`config.mk`:
```
export PLATFORM = sky130hd
export DESIGN_NAME = rr_encode
export DESIGN_NICKNAME = d
export VERILOG_FILES = /design/src/rtl/rr_encode_pkg.sv /design/src/rtl/rr_pick.sv /design/src/rtl/rr_encode.sv
export SDC_FILE = /design/constraint.sdc
export NUM_CORES = 1
export LEC_CHECK = 0
export ABC_AREA = 1
export CAP_MARGIN = 20
export CELL_PAD_IN_SITES_DETAIL_PLACEMENT = 0
export CELL_PAD_IN_SITES_GLOBAL_PLACEMENT = 1
export CORE_UTILIZATION = 39
export CTS_CLUSTER_SIZE = 40
export DETAILED_ROUTE_END_ITERATION = 8
export DONT_BUFFER_PORTS = 1
export GPL_TIMING_DRIVEN = 0
export HOLD_SLACK_MARGIN = 0.08
export PLACE_DENSITY = 0.71
export SLEW_MARGIN = 15
export SYNTH_ARGS = -nofsm -noshare
export SYNTH_HDL_FRONTEND = slang
export SYNTH_SLANG_ARGS = --single-unit
```
`constraint.sdc`:
```
create_clock -name clk -period 1.31 [get_ports clk]
set_input_delay 0.262 -clock clk [delete_from_list [all_inputs] [get_ports clk]]
set_output_delay 0.262 -clock clk [all_outputs]
set_load 0.01 [all_outputs]
```
`src/rtl/rr_encode_pkg.sv`:
```
// Shared definitions for the round-robin encoder.
//   state_e   : two-state output register encoding; out_valid is the state bit.
//   req_count : request count N = 1 << LEN, for sizing the request vectors.
package rr_encode_pkg;

  typedef enum logic {
    ST_EMPTY = 1'b0,
    ST_FULL  = 1'b1
  } state_e;

  function automatic int unsigned req_count(input int unsigned len);
    return 32'd1 << len;
  endfunction

endpackage

```
`src/rtl/rr_pick.sv`:
```
// Rotating first-set picker, purely combinational.
// Starting at position ptr and wrapping modulo N, it finds the first set bit
// of req and returns its index.
//   req  [N-1:0]   in  : request vector
//   ptr  [LEN-1:0] in  : highest-priority position
//   pick [LEN-1:0] out : index of the first set request in search order
//   any            out : at least one request is set
module rr_pick
  import rr_encode_pkg::*;
#(
  parameter  int LEN = 2,
  localparam int N   = int'(req_count(LEN))
) (
  input  logic [N-1:0]   req,
  input  logic [LEN-1:0] ptr,
  output logic [LEN-1:0] pick,
  output logic           any
);

  logic [2*N-1:0] req_dbl;
  logic [2*N-1:0] window;
  logic [2*N-1:0] masked;
  logic [LEN:0]   first;

  // Doubling the vector turns the wrap-around search into a plain linear
  // search. The window keeps positions ptr .. ptr+N-1 of the doubled vector,
  // so the lowest set bit of the masked vector is the round-robin winner.
  // Its index modulo N is simply its low LEN bits.
  always_comb begin
    // NOTE: every variable gets a default first so that no path through this
    // block leaves it unassigned, which would infer a latch.
    req_dbl = {req, req};
    window  = {{N{1'b0}}, {N{1'b1}}} << ptr;
    masked  = req_dbl & window;
    first   = '0;
    // Descending scan: the last hit written is the lowest set position.
    for (int j = 2*N-1; j >= 0; j--) begin
      if (masked[j]) first = (LEN+1)'(j);
    end
    pick = first[LEN-1:0];
    any  = |req;
  end

endmodule

```
`src/rtl/rr_encode.sv`:
```
// Registered round-robin encoder.
// Selects one asserted request (rotating priority) and presents its binary
// index on a valid/ready output that is held stable under backpressure.
//   clk                   in  : rising-edge clock
//   rst_n                 in  : synchronous active-low reset
//   en                    in  : allows new selections
//   req       [N-1:0]     in  : request vector
//   out_ready             in  : consumer accepts the current output
//   out_valid             out : out_idx / grant are valid
//   out_idx   [LEN-1:0]   out : index of the selected requester
//   grant     [N-1:0]     out : one-hot of out_idx while valid, else zero
//   req_ack   [N-1:0]     out : grant qualified by the handshake (combinational)
module rr_encode
  import rr_encode_pkg::*;
#(
  parameter  int LEN = 2,
  localparam int N   = int'(req_count(LEN))
) (
  input  logic           clk,
  input  logic           rst_n,
  input  logic           en,
  input  logic [N-1:0]   req,
  input  logic           out_ready,
  output logic           out_valid,
  output logic [LEN-1:0] out_idx,
  output logic [N-1:0]   grant,
  output logic [N-1:0]   req_ack
);

  state_e         state_q, state_d;
  logic [LEN-1:0] ptr_q, ptr_d;
  logic [LEN-1:0] out_idx_q, out_idx_d;
  logic [N-1:0]   grant_q, grant_d;

  logic [LEN-1:0] pick;
  logic           pick_any;
  logic           load;

  rr_pick #(.LEN(LEN)) u_pick (
    .req  (req),
    .ptr  (ptr_q),
    .pick (pick),
    .any  (pick_any)
  );

  always_comb begin
    // A new pick is taken only when the output register is free or being
    // drained this cycle; while FULL and stalled, load is forced low.
    load      = en & pick_any & ((state_q == ST_EMPTY) | out_ready);

    state_d   = state_q;
    ptr_d     = ptr_q;
    out_idx_d = out_idx_q;
    grant_d   = grant_q;

    if (load) begin
      ptr_d = pick + LEN'(1);
    end

    case (state_q)
      ST_EMPTY: begin
        if (load) begin
          state_d   = ST_FULL;
          out_idx_d = pick;
          grant_d   = {{(N-1){1'b0}}, 1'b1} << pick;
        end
      end
      ST_FULL: begin
        if (out_ready) begin
          if (load) begin
            out_idx_d = pick;
            grant_d   = {{(N-1){1'b0}}, 1'b1} << pick;
          end else begin
            // out_idx deliberately keeps its last value when draining.
            state_d = ST_EMPTY;
            grant_d = '0;
          end
        end
      end
      default: begin
        state_d = ST_EMPTY;
        grant_d = '0;
      end
    endcase
  end

  // NOTE: sequential state uses non-blocking assignments so every flop samples
  // the pre-edge values of the others; reset is synchronous, checked first.
  always_ff @(posedge clk) begin
    if (!rst_n) begin
      state_q   <= ST_EMPTY;
      ptr_q     <= '0;
      out_idx_q <= '0;
      grant_q   <= '0;
    end else begin
      state_q   <= state_d;
      ptr_q     <= ptr_d;
      out_idx_q <= out_idx_d;
      grant_q   <= grant_d;
    end
  end

  assign out_valid = (state_q == ST_FULL);
  assign out_idx   = out_idx_q;
  assign grant     = grant_q;
  assign req_ack   = grant_q & {N{out_valid & out_ready}};

endmodule
```
Word-level counts from Yosys, hierarchy flattened
Cells that the tools add are included.
{"block": "totals", "rom_bits": 0, "inputBits": 8, "latch_bits": 0, "mem_bits_rw": 0, "n_memories": 0, "register_bits": 9}
{"block": "classes", "n_mul": 0, "muxes": 18, "shifts": 2, "bitwise": 7, "n_reduce_logical": 2, "n_eq_ne": 2, "div": 0, "n_addsub": 1, "order_cmp": 0}
{"operator": "2-bit two-way mux", "n": 10}
{"operator": "4-bit two-way mux", "n": 3}
{"operator": "8-bit bitwise AND", "n": 1}
{"operator": "4-bit case mux with 2 select lines", "n": 1}
{"operator": "4-bit by 2-bit left shift with 8-bit output, first input constant", "n": 1}
{"operator": "4-bit bitwise AND", "n": 1}
{"operator": "2-bit inequality test, second input constant", "n": 2}
{"operator": "2-bit case mux with 2 select lines", "n": 1}
{"operator": "4-bit OR reduction", "n": 1}
{"operator": "1-bit by 2-bit left shift with 4-bit output, first input constant", "n": 1}
{"operator": "1-bit bitwise AND", "n": 3}
{"operator": "2-bit by 1-bit adder with 2-bit output, second input constant", "n": 1}
{"operator": "1-bit two-way mux", "n": 2}
{"operator": "1-bit case mux with 2 select lines", "n": 1}
{"operator": "2-bit AND reduction", "n": 1}
{"operator": "1-bit NOT", "n": 1}
{"operator": "1-bit OR", "n": 1}

Logic depth before layout (Yosys ltp)
Gate-level depths: netlist (run 1).
{"block": "depth", "depth_word": 14, "depth_mapped": 9, "depth_no_buf": 9}

By module
From an unflattened synthesis (run 1), not the netlist that was laid out.
{"block": "hier_totals", "hier_cells": 76, "hier_area_um2": 521.8}
{"mod": "rr_encode", "n_inst": 1, "area_per_inst_um2": 431.7, "cells_per_inst": 58}
{"mod": "rr_pick", "n_inst": 1, "area_per_inst_um2": 90.1, "cells_per_inst": 18}

Worst setup path after synthesis (run 1)
OpenSTA, ideal clock, no wires.
{"block": "synth_timing", "kind": "register -> register", "startpoint": "register ptr_q[1]", "endpoint": "register ptr_q[1]", "path_stages_with_launch": 8, "required_ns": 1.240, "path_slack_ns": 0.101, "t_arrival_ns": 1.140, "cell_sequence": "dfxtp_1 > nand2_1 > o21ai_1 > nand2_1 > nand2_1 > nand2_2 > ha_1 > a21oi_1"}
{"block": "synth_between", "elab_chain_cells": 11}
{"element": "start, declared", "line_no": "rr_encode.sv:31", "text": "logic [LEN-1:0] ptr_q, ptr_d;"}
{"element": "start signal, assigned", "line_no": "rr_encode.sv:97", "text": "ptr_q <= ptr_d;"}
{"element": "4-bit by 2-bit left shift with 8-bit output (*)", "line_no": "rr_pick.sv:33", "text": "window = {{N{1'b0}}, {N{1'b1}}} << ptr;"}
{"element": "8-bit bitwise AND (*)", "line_no": "rr_pick.sv:34", "text": "masked = req_dbl & window;"}
{"element": "2-bit two-way mux (7 in series)", "line_no": "rr_pick.sv:38", "text": "if (masked[j]) first = (LEN+1)'(j);"}
{"element": "2-bit two-way mux (*)", "line_no": "rr_pick.sv:38"}
{"element": "2-bit by 1-bit adder with 2-bit output (*)", "line_no": "rr_encode.sv:57", "text": "ptr_d = pick + LEN'(1);"}
Every way passes the cells marked *; elsewhere a longest branch is shown, timed or not.
A chain may end at the register's enable or synchronous reset.

Worst setup path in the final report (run 1)
{"block": "layout_timing", "startpoint": "register state_q (netlist: out_valid)", "endpoint": "output port req_ack[1]"}
{"block": "layout_between", "elab_chain_cells": 2}
{"element": "start, declared", "line_no": "rr_encode.sv:30", "text": "state_e state_q, state_d;"}
{"element": "start signal, assigned", "line_no": "rr_encode.sv:96", "text": "state_q <= state_d;"}
{"element": "1-bit bitwise AND", "line_no": "rr_encode.sv:106", "text": "assign req_ack = grant_q & {N{out_valid & out_ready}};"}
{"element": "4-bit bitwise AND", "line_no": "rr_encode.sv:106"}
{"element": "end, declared", "line_no": "rr_encode.sv:27", "text": "output logic [N-1:0] req_ack"}
Every way passes these cells.

==> flow_results.xml, run 1 <==
<?xml version="1.0" encoding="UTF-8"?>
<metrics>
  <group name="run_status">
    <metric name="run_status" unit="">completed</metric>
  </group>
  <group name="timing">
    <metric name="whs" unit="ps">141</metric>
    <metric name="setup_repair_after_global_routing_missed_its_margin" unit="">true</metric>
    <metric name="fmaxAchievable" unit="GHz">0.800</metric>
    <metric name="timing.final.setup_violations" unit="">0</metric>
    <metric name="fin_crit" unit="ps">1250</metric>
    <metric name="worst_slew_margin_rel" unit="%">85.3</metric>
    <metric name="finClkSkew" unit="ps">2.59</metric>
    <metric name="min_period_over_period" unit="%">95.5</metric>
    <metric name="report.final.hold_viol_count" unit="">0</metric>
    <metric name="slew_violations" unit="">0</metric>
    <metric name="worst-slew-pin-transition" unit="ps">221</metric>
  </group>
  <group name="drt">
    <metric name="first_iteration_detailed_routing_drc_count" unit="">5</metric>
    <metric name="drc" unit="">0</metric>
    <metric name="drt_wl_total" unit="µm">901</metric>
    <metric name="wire_per_inst" unit="µm">9.79</metric>
    <metric name="via_per_inst" unit="">4.80</metric>
    <metric name="antenna_violating_nets_post_route" unit="">0</metric>
    <metric name="firstDrtPassIters" unit="">4</metric>
    <metric name="via_count" unit="">442</metric>
  </group>
  <group name="setup_path">
    <metric name="worst_r2r_path_depth" unit="">7</metric>
    <metric name="crit_family" unit="">flip-flops</metric>
    <metric name="cp_max_fo" unit="">4</metric>
    <metric name="timing_worst_setup_path_type" unit="">flip-flop to output pin</metric>
    <metric name="end_kind" unit="">output pin</metric>
    <metric name="worst_ep_arrival_time" unit="ps">990</metric>
    <metric name="crit_path_top_delay_cell" unit="">dfxtp_1</metric>
    <metric name="worstSetupStartpointType" unit="">flip-flop</metric>
    <metric name="crit_chain" unit="">nand2_1, nor2_1</metric>
    <metric name="cp_num_buf_inv" unit="">0</metric>
    <metric name="reg2reg_setup_slack" unit="ps">70</metric>
    <metric name="critical-path-max-stage-delay" unit="ps">410</metric>
    <metric name="worstReg2RegStart" unit="">ptr_q[1]$_SDFFE_PN0P_</metric>
    <metric name="worst-endpoint-required" unit="ps">1050</metric>
    <metric name="critical_path.reg2reg.endpoint" unit="">ptr_q[1]$_SDFFE_PN0P_</metric>
  </group>
  <group name="global_routing">
    <metric name="global_route.overflow_total" unit="">0</metric>
    <metric name="antenna_found_initial" unit="">0</metric>
    <metric name="use_met2" unit="%">19.9</metric>
    <metric name="via_count_of_the_first_global_routing_pass" unit="">348</metric>
    <metric name="grt_util_overall" unit="%">13.5</metric>
    <metric name="global_route.usage.met3" unit="%">3.49</metric>
    <metric name="grt_first_pass_wirelength" unit="mm">1.27</metric>
    <metric name="grt_start_max_net_pins" unit="">10</metric>
    <metric name="grt_busiest_layer" unit="">met2</metric>
    <metric name="grt_use_met1" unit="%">15.2</metric>
  </group>
  <group name="worst_hold_path">
    <metric name="hold-path-endpoint" unit="">out_idx[1]$_SDFFE_PN0P_</metric>
    <metric name="holdPathStages" unit="">2</metric>
    <metric name="hp-start" unit="">rst_n</metric>
    <metric name="hp-class" unit="">input pin to flip-flop</metric>
  </group>
  <group name="logic_synthesis">
    <metric name="synth.cells.most_frequent" unit="">nand2_1, inv_1, dfxtp_1</metric>
    <metric name="mappedNetlistNets" unit="">84</metric>
    <metric name="ys_types" unit="">14</metric>
    <metric name="yosysSeqAreaShare" unit="%">35.1</metric>
    <metric name="yosys_register_bits" unit="">9</metric>
    <metric name="synth_top_area_share" unit="%">35.1</metric>
    <metric name="avgSynthCellArea" unit="µm²">6.93</metric>
    <metric name="synthesis.area" unit="µm²">513</metric>
    <metric name="dominantRegCellSynth" unit="">dfxtp_1</metric>
    <metric name="synth_top_cell_by_area" unit="">dfxtp_1</metric>
    <metric name="synth_edf_count" unit="">0</metric>
    <metric name="synthesis.instances" unit="">74</metric>
    <metric name="yosysMostFrequentCell" unit="">nand2_1</metric>
    <metric name="yosys_warnings" unit="">0</metric>
    <metric name="synthArstFlopShare" unit="%">0</metric>
    <metric name="synth_top_area_cells" unit="">dfxtp_1, nand2_1, nand3_2, inv_1, a21oi_1</metric>
  </group>
  <group name="clock_tree">
    <metric name="cts-buffers-inserted" unit="">3</metric>
    <metric name="clock_sink_count" unit="">9</metric>
    <metric name="tritoncts" unit="">yes</metric>
    <metric name="cts_hold_buf" unit="">0</metric>
    <metric name="clk_latency" unit="ps">260</metric>
    <metric name="h_tree_depth_reported_by_cts" unit="">1</metric>
    <metric name="cts_max_path_buffers" unit="">2</metric>
    <metric name="path_clk_slew" unit="ps">60</metric>
    <metric name="post_cts_buffers" unit="">0</metric>
    <metric name="root_buffer" unit="">clkbuf_4</metric>
  </group>
  <group name="final_layout">
    <metric name="fillCellCount" unit="">125</metric>
    <metric name="antennaDiodeCount" unit="">0</metric>
    <metric name="final_core_utilization" unit="%">48.5</metric>
    <metric name="nets_finish" unit="">89</metric>
    <metric name="layout-drive-gt1-share" unit="%">26.9</metric>
    <metric name="flow.area_growth_from_synthesis" unit="%">10.7</metric>
  </group>
  <group name="die">
    <metric name="design.die.area" unit="mm²">0.00146</metric>
    <metric name="ios" unit="">19</metric>
    <metric name="placement_rows" unit="">12</metric>
    <metric name="die_x_extent" unit="µm">38.3</metric>
    <metric name="dieHeight" unit="µm">38.3</metric>
    <metric name="core_area" unit="mm²">0.00117</metric>
    <metric name="starting_density" unit="%">43.8</metric>
  </group>
  <group name="job">
    <metric name="drv_cap" unit="">0</metric>
  </group>
  <group name="power">
    <metric name="vdd_drop_max" unit="µV">630</metric>
    <metric name="power.leakage" unit="nW">0.242</metric>
    <metric name="power_density" unit="mW/mm²">1160</metric>
  </group>
  <group name="placement">
    <metric name="port-buffer-count" unit="">0</metric>
    <metric name="hpwlAfterDp" unit="µm">701</metric>
    <metric name="gpl.final_weighted_congestion" unit="">0.693</metric>
  </group>
</metrics>
registers in the layout (all words and copies together), names as in the netlist:
signal,flops
out_idx,2
grant,4
out_valid,1
ptr_q,2
routing by layer:
layer | share of wire, % | routed length, µm
met5 | 0 | 0
met2 | 43 | 390
met4 | 2.6 | 23
met3 | 6.4 | 58
met1 | 48 | 429
how the worst max path moves through the flow:
stage	cells after the start	endpoint	slack [ps]	start
6_report	2	req_ack[1]	60	out_valid$_SDFF_PN0_
3_5_place_dp	7	ptr_q[1]$_SDFFE_PN0P_	-20	ptr_q[1]$_SDFFE_PN0P_
2_1_floorplan	7	ptr_q[1]$_SDFFE_PN0P_	100	ptr_q[1]$_SDFFE_PN0P_
4_1_cts	7	ptr_q[1]$_SDFFE_PN0P_	10	ptr_q[1]$_SDFFE_PN0P_
3_3_place_gp	7	ptr_q[1]$_SDFFE_PN0P_	-30	ptr_q[1]$_SDFFE_PN0P_
5_1_grt	7	ptr_q[1]$_SDFFE_PN0P_	-40	ptr_q[1]$_SDFFE_PN0P_
kinds of logic after synthesis:
kind of cell | share of synthesized area [%]
simple gates | 37.3
buf+inv | 9.51
compound gates | 13.2
flops | 35.1
fa+ha+maj | 4.88
cell type report:
cell class,instances,area [µm²],area share [%]
Clock buffer,4,26.3,4.63
Tap cell,14,17.5,3.08
Sequential cell,9,184,32.4
Inverter,13,48.8,8.59
Multi-Input combinational cell,52,292,51.3
worst register-to-register path, stage by stage (launching register included):
cell	delay (ps)
dfxtp_4	370
nand2_1	50
o21ai_1	110
nand2_1	70
nand2_2	90
nand2_4	70
ha_1	290
a21oi_1	120
placed cells by master, fill, tap and decap left out:
cell / Yosys / routed
ha_1: 2 / 2
clkbuf_1: 0 / 1
nand2_1: 19 / 18
nand2_4: 0 / 1
inv_1: 10 / 10
dfxtp_4: 0 / 1
nand2_2: 3 / 3
inv_2: 3 / 3
a21oi_1: 6 / 6
dfxtp_1: 9 / 8
clkbuf_4: 0 / 3
nor2_1: 7 / 7
nand3_2: 4 / 4
nor2_2: 3 / 3
nand3_1: 1 / 1
nor2_4: 1 / 1
a21oi_2: 2 / 2
o21ai_1: 4 / 4
per-stage QoR:
step / area, µm² / TNS, ps / total power [mW] / std cells / worst slack [ps]
2_1_floorplan: 513 / 0 / 0.424 / 74 / 101
3_3_place_gp: 531 / -30.9 / 0.444 / 88 / -30.9
3_5_place_dp: 531 / -20.7 / 0.445 / 88 / -20.7
4_1_cts: 558 / 0 / 0.658 / 92 / 11.1
5_1_grt: 568 / -175 / 0.703 / 92 / -37.3
6_report: 568 / 0 / 0.656 / 92 / 59.5
power breakdown:
group	internal, mW	switching [mW]
sequential	0.296	0.0255
combinational	0.0436	0.0796
clock	0.117	0.0948
what timing repair did:
item / 4_1_cts / 5_1_grt
endpoints found under the setup margin: 3 / 7
gates resized for setup: 1 / 3
pin swaps: 0 / 0
(Power assumes the default switching activity.)
==> run 2: changes to the inputs <==
CELL_PAD_IN_SITES_DETAIL_PLACEMENT = default   (was 0)
CELL_PAD_IN_SITES_GLOBAL_PLACEMENT = default   (was 1)
CORE_AREA = 2 2 39 41   (was default)
CORE_UTILIZATION = default   (was 39)
DIE_AREA = 0 0 41 43   (was default)
PLACE_DENSITY = 0.52   (was 0.71)
==> run 2 against run 1 <==
Clock power is 2% lower. Non-clock buffer count is 3 higher. Maximum frequency is 0.74% higher. Global-route usage is 0.14 points higher. Combinational power is 25% higher. Power is 4.3% higher. Highest routed layer unchanged.
==> flow_results.xml, run 2 (synthesized netlist as in run 1, its figures left out) <==
<?xml version="1.0" encoding="UTF-8"?>
<metrics>
  <group name="power">
    <metric name="total_switching_power" unit="mW">0.208</metric>
    <metric name="clock_power_share" unit="%">30.3</metric>
    <metric name="vdd_drop_max" unit="µV">748</metric>
    <metric name="p_int" unit="mW">0.477</metric>
    <metric name="netSwitchingFraction" unit="%">30.3</metric>
    <metric name="sequentialPowerShare" unit="%">47.2</metric>
    <metric name="power.total" unit="mW">0.685</metric>
    <metric name="power_share_of_the_combinational_group" unit="%">22.4</metric>
    <metric name="power.leakage" unit="nW">0.257</metric>
    <metric name="power_density" unit="mW/mm²">1090</metric>
  </group>
  <group name="drt">
    <metric name="firstDrtPassIters" unit="">2</metric>
    <metric name="antenna_violating_nets_post_route" unit="">0</metric>
    <metric name="wire_per_inst" unit="µm">10.0</metric>
    <metric name="drc" unit="">0</metric>
    <metric name="via_count" unit="">457</metric>
    <metric name="via_per_inst" unit="">4.71</metric>
    <metric name="first_iteration_detailed_routing_drc_count" unit="">2</metric>
    <metric name="drt_wl_total" unit="µm">972</metric>
  </group>
  <group name="final_layout">
    <metric name="layout_common_cells" unit="">nand2_1, inv_1, nor2_2</metric>
    <metric name="flow.area_growth_from_synthesis" unit="%">22.2</metric>
    <metric name="final-seq-area" unit="µm²">186</metric>
    <metric name="nets_finish" unit="">92</metric>
    <metric name="fillCellCount" unit="">146</metric>
    <metric name="antennaDiodeCount" unit="">0</metric>
    <metric name="layout-drive-gt1-share" unit="%">43.2</metric>
    <metric name="finalNonFillerCells" unit="">97</metric>
    <metric name="final_common_cell" unit="">nand2_1</metric>
    <metric name="multi_input_area" unit="µm²">323</metric>
    <metric name="largest_register_ff_count" unit="">4</metric>
  </group>
  <group name="placement">
    <metric name="gpl.final_weighted_congestion" unit="">0.755</metric>
    <metric name="instance_count_after_placement_with_tap_cells_included" unit="">90</metric>
    <metric name="port-buffer-count" unit="">0</metric>
    <metric name="hpwlAfterDp" unit="µm">739</metric>
  </group>
  <group name="die">
    <metric name="core_area" unit="mm²">0.00138</metric>
    <metric name="die_x_extent" unit="µm">41</metric>
    <metric name="placement_rows" unit="">14</metric>
    <metric name="starting_density" unit="%">37.1</metric>
    <metric name="design.die.area" unit="mm²">0.00176</metric>
    <metric name="ios" unit="">19</metric>
    <metric name="dieHeight" unit="µm">43</metric>
  </group>
  <group name="global_routing">
    <metric name="global_route.overflow_total" unit="">0</metric>
    <metric name="via_count_of_the_first_global_routing_pass" unit="">393</metric>
    <metric name="antenna_found_initial" unit="">0</metric>
    <metric name="grt_util_overall" unit="%">13.6</metric>
    <metric name="use_met2" unit="%">18.4</metric>
    <metric name="grt_first_pass_wirelength" unit="mm">1.55</metric>
    <metric name="global_route.usage.met3" unit="%">9.95</metric>
    <metric name="grt_use_met1" unit="%">16.7</metric>
    <metric name="grt_busiest_layer" unit="">met2</metric>
    <metric name="grt_start_max_net_pins" unit="">10</metric>
  </group>
  <group name="run_status">
    <metric name="run_status" unit="">completed</metric>
  </group>
  <group name="clock_tree">
    <metric name="h_tree_depth_reported_by_cts" unit="">1</metric>
    <metric name="root_buffer" unit="">clkbuf_4</metric>
    <metric name="path_clk_slew" unit="ps">60</metric>
    <metric name="clock_sink_count" unit="">9</metric>
    <metric name="cts_max_path_buffers" unit="">2</metric>
    <metric name="clk_latency" unit="ps">260</metric>
    <metric name="cts-buffers-inserted" unit="">3</metric>
    <metric name="tritoncts" unit="">yes</metric>
  </group>
  <group name="timing">
    <metric name="worst_slew_margin_rel" unit="%">84.2</metric>
    <metric name="min_period_over_period" unit="%">94.8</metric>
    <metric name="finClkSkew" unit="ps">7.53</metric>
    <metric name="slew_violations" unit="">0</metric>
    <metric name="timing.final.setup_violations" unit="">0</metric>
    <metric name="worst-slew-pin-transition" unit="ps">236</metric>
    <metric name="report.final.hold_viol_count" unit="">0</metric>
    <metric name="fmaxAchievable" unit="GHz">0.806</metric>
    <metric name="fin_crit" unit="ps">1240</metric>
  </group>
  <group name="worst_hold_path">
    <metric name="hp-class" unit="">input pin to flip-flop</metric>
    <metric name="holdPathStages" unit="">2</metric>
  </group>
  <group name="setup_path">
    <metric name="timing_worst_setup_path_type" unit="">flip-flop to flip-flop</metric>
    <metric name="worst_ep_arrival_time" unit="ps">1380</metric>
    <metric name="end_kind" unit="">flip-flop</metric>
    <metric name="cp_max_fo" unit="">6</metric>
    <metric name="worst-endpoint-required" unit="ps">1450</metric>
    <metric name="worstSetupStartpointType" unit="">flip-flop</metric>
    <metric name="worst_r2r_path_depth" unit="">8</metric>
  </group>
  <group name="job">
    <metric name="drv_cap" unit="">0</metric>
  </group>
</metrics>
[run 2: cell types whose count changed in the layout (fill, tap and decap cells not counted), sizes merged]
cell,delta
buf,+3
[run 2: critical path, cell delays in order (launching register included)]
cell     delay (ps)
dfxtp_4         370
inv_1            40
nand2_1         100
nand3_2         100
nor2_4          170
inv_1            60
ha_1            170
nand2_1          60
a21oi_1          50
[run 2: worst paths after layout]
path | start | endpoint | slack, ps
setup reg to reg | ptr_q[1]$_SDFFE_PN0P_ | grant[1]$_SDFFE_PN0P_ | 70
setup / recovery | ptr_q[1]$_SDFFE_PN0P_ | grant[1]$_SDFFE_PN0P_ | 70
hold / removal | rst_n | ptr_q[1]$_SDFFE_PN0P_ | 140
hold reg to reg | ptr_q[0]$_SDFFE_PN0P_ | ptr_q[0]$_SDFFE_PN0P_ | 480
[run 2: cell type report]
cell class | instances | share of cell area [%]
Inverter | 13 | 7.78
Multi-Input combinational cell | 52 | 51.5
Tap cell | 16 | 3.19
Clock buffer | 4 | 4.19
Sequential cell | 9 | 29.7
Timing Repair Buffer | 3 | 3.59
[run 2: metal layers]
metal / up-vias / part of all wire, % / routed length, µm
li1: 243 / - / -
met1: 197 / 45 / 437
met2: 15 / 45 / 438
met3: 2 / 8.7 / 85
met4: 0 / 0.93 / 9
met5: - / 0 / 0
[run 2: power groups by stage]
stage	clock network (mW)	logic [mW]	registers (mW)
final	0.208	0.154	0.323
after global routing	0.232	0.175	0.329
after CTS	0.219	0.118	0.322
after detailed placement	0	0.118	0.327
after global placement	0	0.117	0.327
after floorplan	0	0.101	0.323
[run 2: through the flow]
stage / cell area [µm²] / util [%] / setup TNS [ps] / hold slack, ps / setup slack [ps]
global route: 627 / 45.3 / -1.94 / 123 / -1.94
detailed placement: 533 / 38.5 / -24.8 / 413 / -20.4
CTS: 561 / 40.5 / 0 / 130 / 19.4
global placement: 533 / 38.5 / -18.2 / 408 / -18.2
finish: 627 / 45.3 / 0 / 140 / 68.7
floorplan: 513 / - / 0 / 401 / 101
[run 2: repair_timing]
item | 4_1_cts | 5_1_grt
hold buffers | 0 | 0
hold endpoints to repair | 0 | 0
buffers inserted | 0 | 3
pin swaps | 0 | 5
endpoints found under the setup margin | 2 | 7
gates resized for setup | 1 | 14
==> run 3: changes to the inputs <==
MAX_ROUTING_LAYER = met4   (was default)
==> run 3 against run 2 <==
Sequential cell count unchanged. Critical path depth stayed put. Count of clock-buffer cells in the layout unchanged. Die area unchanged. Combinational power about the same. Utilization unchanged. Clock skew is essentially flat. Worst hold slack about the same. Via count stayed put. Design area unchanged.
==> flow_results.xml, run 3 (synthesized netlist as in run 1, its figures left out) <==
<?xml version="1.0" encoding="UTF-8"?>
<metrics>
  <group name="run_status">
    <metric name="run_status" unit="">completed</metric>
  </group>
  <group name="placement">
    <metric name="gpl.final_weighted_congestion" unit="">0.764</metric>
    <metric name="hpwlAfterDp" unit="µm">739</metric>
    <metric name="port-buffer-count" unit="">0</metric>
  </group>
  <group name="clock_tree">
    <metric name="tritoncts" unit="">yes</metric>
    <metric name="cts_max_path_buffers" unit="">2</metric>
    <metric name="root_buffer" unit="">clkbuf_4</metric>
    <metric name="clk_latency" unit="ps">260</metric>
    <metric name="path_clk_slew" unit="ps">60</metric>
    <metric name="h_tree_depth_reported_by_cts" unit="">1</metric>
    <metric name="cts-buffers-inserted" unit="">3</metric>
    <metric name="clock_sink_count" unit="">9</metric>
  </group>
  <group name="power">
    <metric name="power_density" unit="mW/mm²">1090</metric>
    <metric name="power.leakage" unit="nW">0.257</metric>
    <metric name="power.total" unit="mW">0.685</metric>
    <metric name="vdd_drop_max" unit="µV">748</metric>
  </group>
  <group name="drt">
    <metric name="first_iteration_detailed_routing_drc_count" unit="">2</metric>
    <metric name="via_count" unit="">457</metric>
    <metric name="firstDrtPassIters" unit="">2</metric>
    <metric name="drc" unit="">0</metric>
    <metric name="drt_wl_total" unit="µm">971</metric>
    <metric name="wire_per_inst" unit="µm">10.0</metric>
    <metric name="antenna_violating_nets_post_route" unit="">0</metric>
    <metric name="via_per_inst" unit="">4.71</metric>
  </group>
  <group name="die">
    <metric name="ios" unit="">19</metric>
    <metric name="core_area" unit="mm²">0.00138</metric>
    <metric name="placement_rows" unit="">14</metric>
    <metric name="die_x_extent" unit="µm">41</metric>
    <metric name="starting_density" unit="%">37.1</metric>
    <metric name="dieHeight" unit="µm">43</metric>
    <metric name="design.die.area" unit="mm²">0.00176</metric>
  </group>
  <group name="timing">
    <metric name="fin_crit" unit="ps">1240</metric>
    <metric name="timing.final.setup_violations" unit="">0</metric>
    <metric name="min_period_over_period" unit="%">94.8</metric>
    <metric name="finClkSkew" unit="ps">7.59</metric>
    <metric name="worst-slew-pin-transition" unit="ps">236</metric>
    <metric name="whs" unit="ps">140</metric>
    <metric name="worst_slew_margin_rel" unit="%">84.2</metric>
    <metric name="slew_violations" unit="">0</metric>
    <metric name="fmaxAchievable" unit="GHz">0.806</metric>
    <metric name="report.final.hold_viol_count" unit="">0</metric>
  </group>
  <group name="final_layout">
    <metric name="nets_finish" unit="">92</metric>
    <metric name="largest_register_ff_count" unit="">4</metric>
    <metric name="final_common_cell" unit="">nand2_1</metric>
    <metric name="fillCellCount" unit="">146</metric>
    <metric name="flow.area_growth_from_synthesis" unit="%">22.2</metric>
    <metric name="layout_common_cells" unit="">nand2_1, inv_1, nor2_2</metric>
    <metric name="layout-drive-gt1-share" unit="%">43.2</metric>
    <metric name="antennaDiodeCount" unit="">0</metric>
  </group>
  <group name="setup_path">
    <metric name="cp_max_fo" unit="">6</metric>
    <metric name="worst-endpoint-required" unit="ps">1450</metric>
    <metric name="timing_worst_setup_path_type" unit="">flip-flop to flip-flop</metric>
    <metric name="end_kind" unit="">flip-flop</metric>
    <metric name="worst_ep_arrival_time" unit="ps">1380</metric>
    <metric name="worstSetupStartpointType" unit="">flip-flop</metric>
  </group>
  <group name="worst_hold_path">
    <metric name="hp-class" unit="">input pin to flip-flop</metric>
  </group>
  <group name="global_routing">
    <metric name="global_route.overflow_total" unit="">0</metric>
    <metric name="grt_start_max_net_pins" unit="">10</metric>
    <metric name="grt_util_overall" unit="%">14.0</metric>
    <metric name="via_count_of_the_first_global_routing_pass" unit="">395</metric>
    <metric name="grt_first_pass_wirelength" unit="mm">1.55</metric>
    <metric name="antenna_found_initial" unit="">0</metric>
  </group>
  <group name="job">
    <metric name="drv_cap" unit="">0</metric>
  </group>
</metrics>
==> run 3: stage by stage <==
step / utilization (%) / setup slack, ps / cell area, µm² / instances / TNS, ps
final: 45.3 / 68.7 / 627 / 97 / 0
after global placement: 38.5 / -18.2 / 533 / 90 / -18.2
after floorplan: - / 101 / 513 / 74 / 0
after global routing: 45.3 / -1.94 / 627 / 97 / -1.94
after detailed placement: 38.5 / -20.4 / 533 / 90 / -24.8
after CTS: 40.5 / 19.4 / 561 / 94 / 0
==> run 3: cell type report <==
class | count | area [µm²] | share of cell area (%)
multi-input cells | 52 | 323 | 51.5
flip-flops and latches | 9 | 186 | 29.7
inverters | 13 | 48.8 | 7.78
clock buffers | 4 | 26.3 | 4.19
repair buffers | 3 | 22.5 | 3.59
well taps | 16 | 20.0 | 3.19
==> run 3: worst paths after layout <==
check | depth (start not counted) | from | end | slack (ps)
worst max register to register | 8 | ptr_q[1]$_SDFFE_PN0P_ | grant[1]$_SDFFE_PN0P_ | 70
worst min register to register | 2 | ptr_q[0]$_SDFFE_PN0P_ | ptr_q[0]$_SDFFE_PN0P_ | 480
worst min-delay path | 2 | rst_n | ptr_q[1]$_SDFFE_PN0P_ | 140
worst max-delay path | 8 | ptr_q[1]$_SDFFE_PN0P_ | grant[1]$_SDFFE_PN0P_ | 70
==> run 3: what timing repair did <==
item,CTS,global route
cloned,0,0
gates resized for setup,1,14
setup buffers,0,3
hold buffers,0,0
endpoints found under the setup margin,2,7
pin swaps,0,5
==> run 3: power by group <==
group / internal [mW] / switching, mW
clock network: 0.117 / 0.0908
registers: 0.297 / 0.0266
logic: 0.0634 / 0.0902
==> run 3: critical path: stages (launching register included) <==
cell and delay [ps]:
dfxtp_4 370, inv_1 40, nand2_1 100, nand3_2 100
nor2_4 170, inv_1 60, ha_1 170, nand2_1 60
a21oi_1 50
==> run 3: routing by layer <==
metal	part of all wire [%]	vias to the layer above	GRT usage (%)
li1	-	243	-
met1	45	197	17.0
met5	0	-	-
met2	46	15	18.4
met4	0.93	0	4.00
met3	8.7	2	9.42
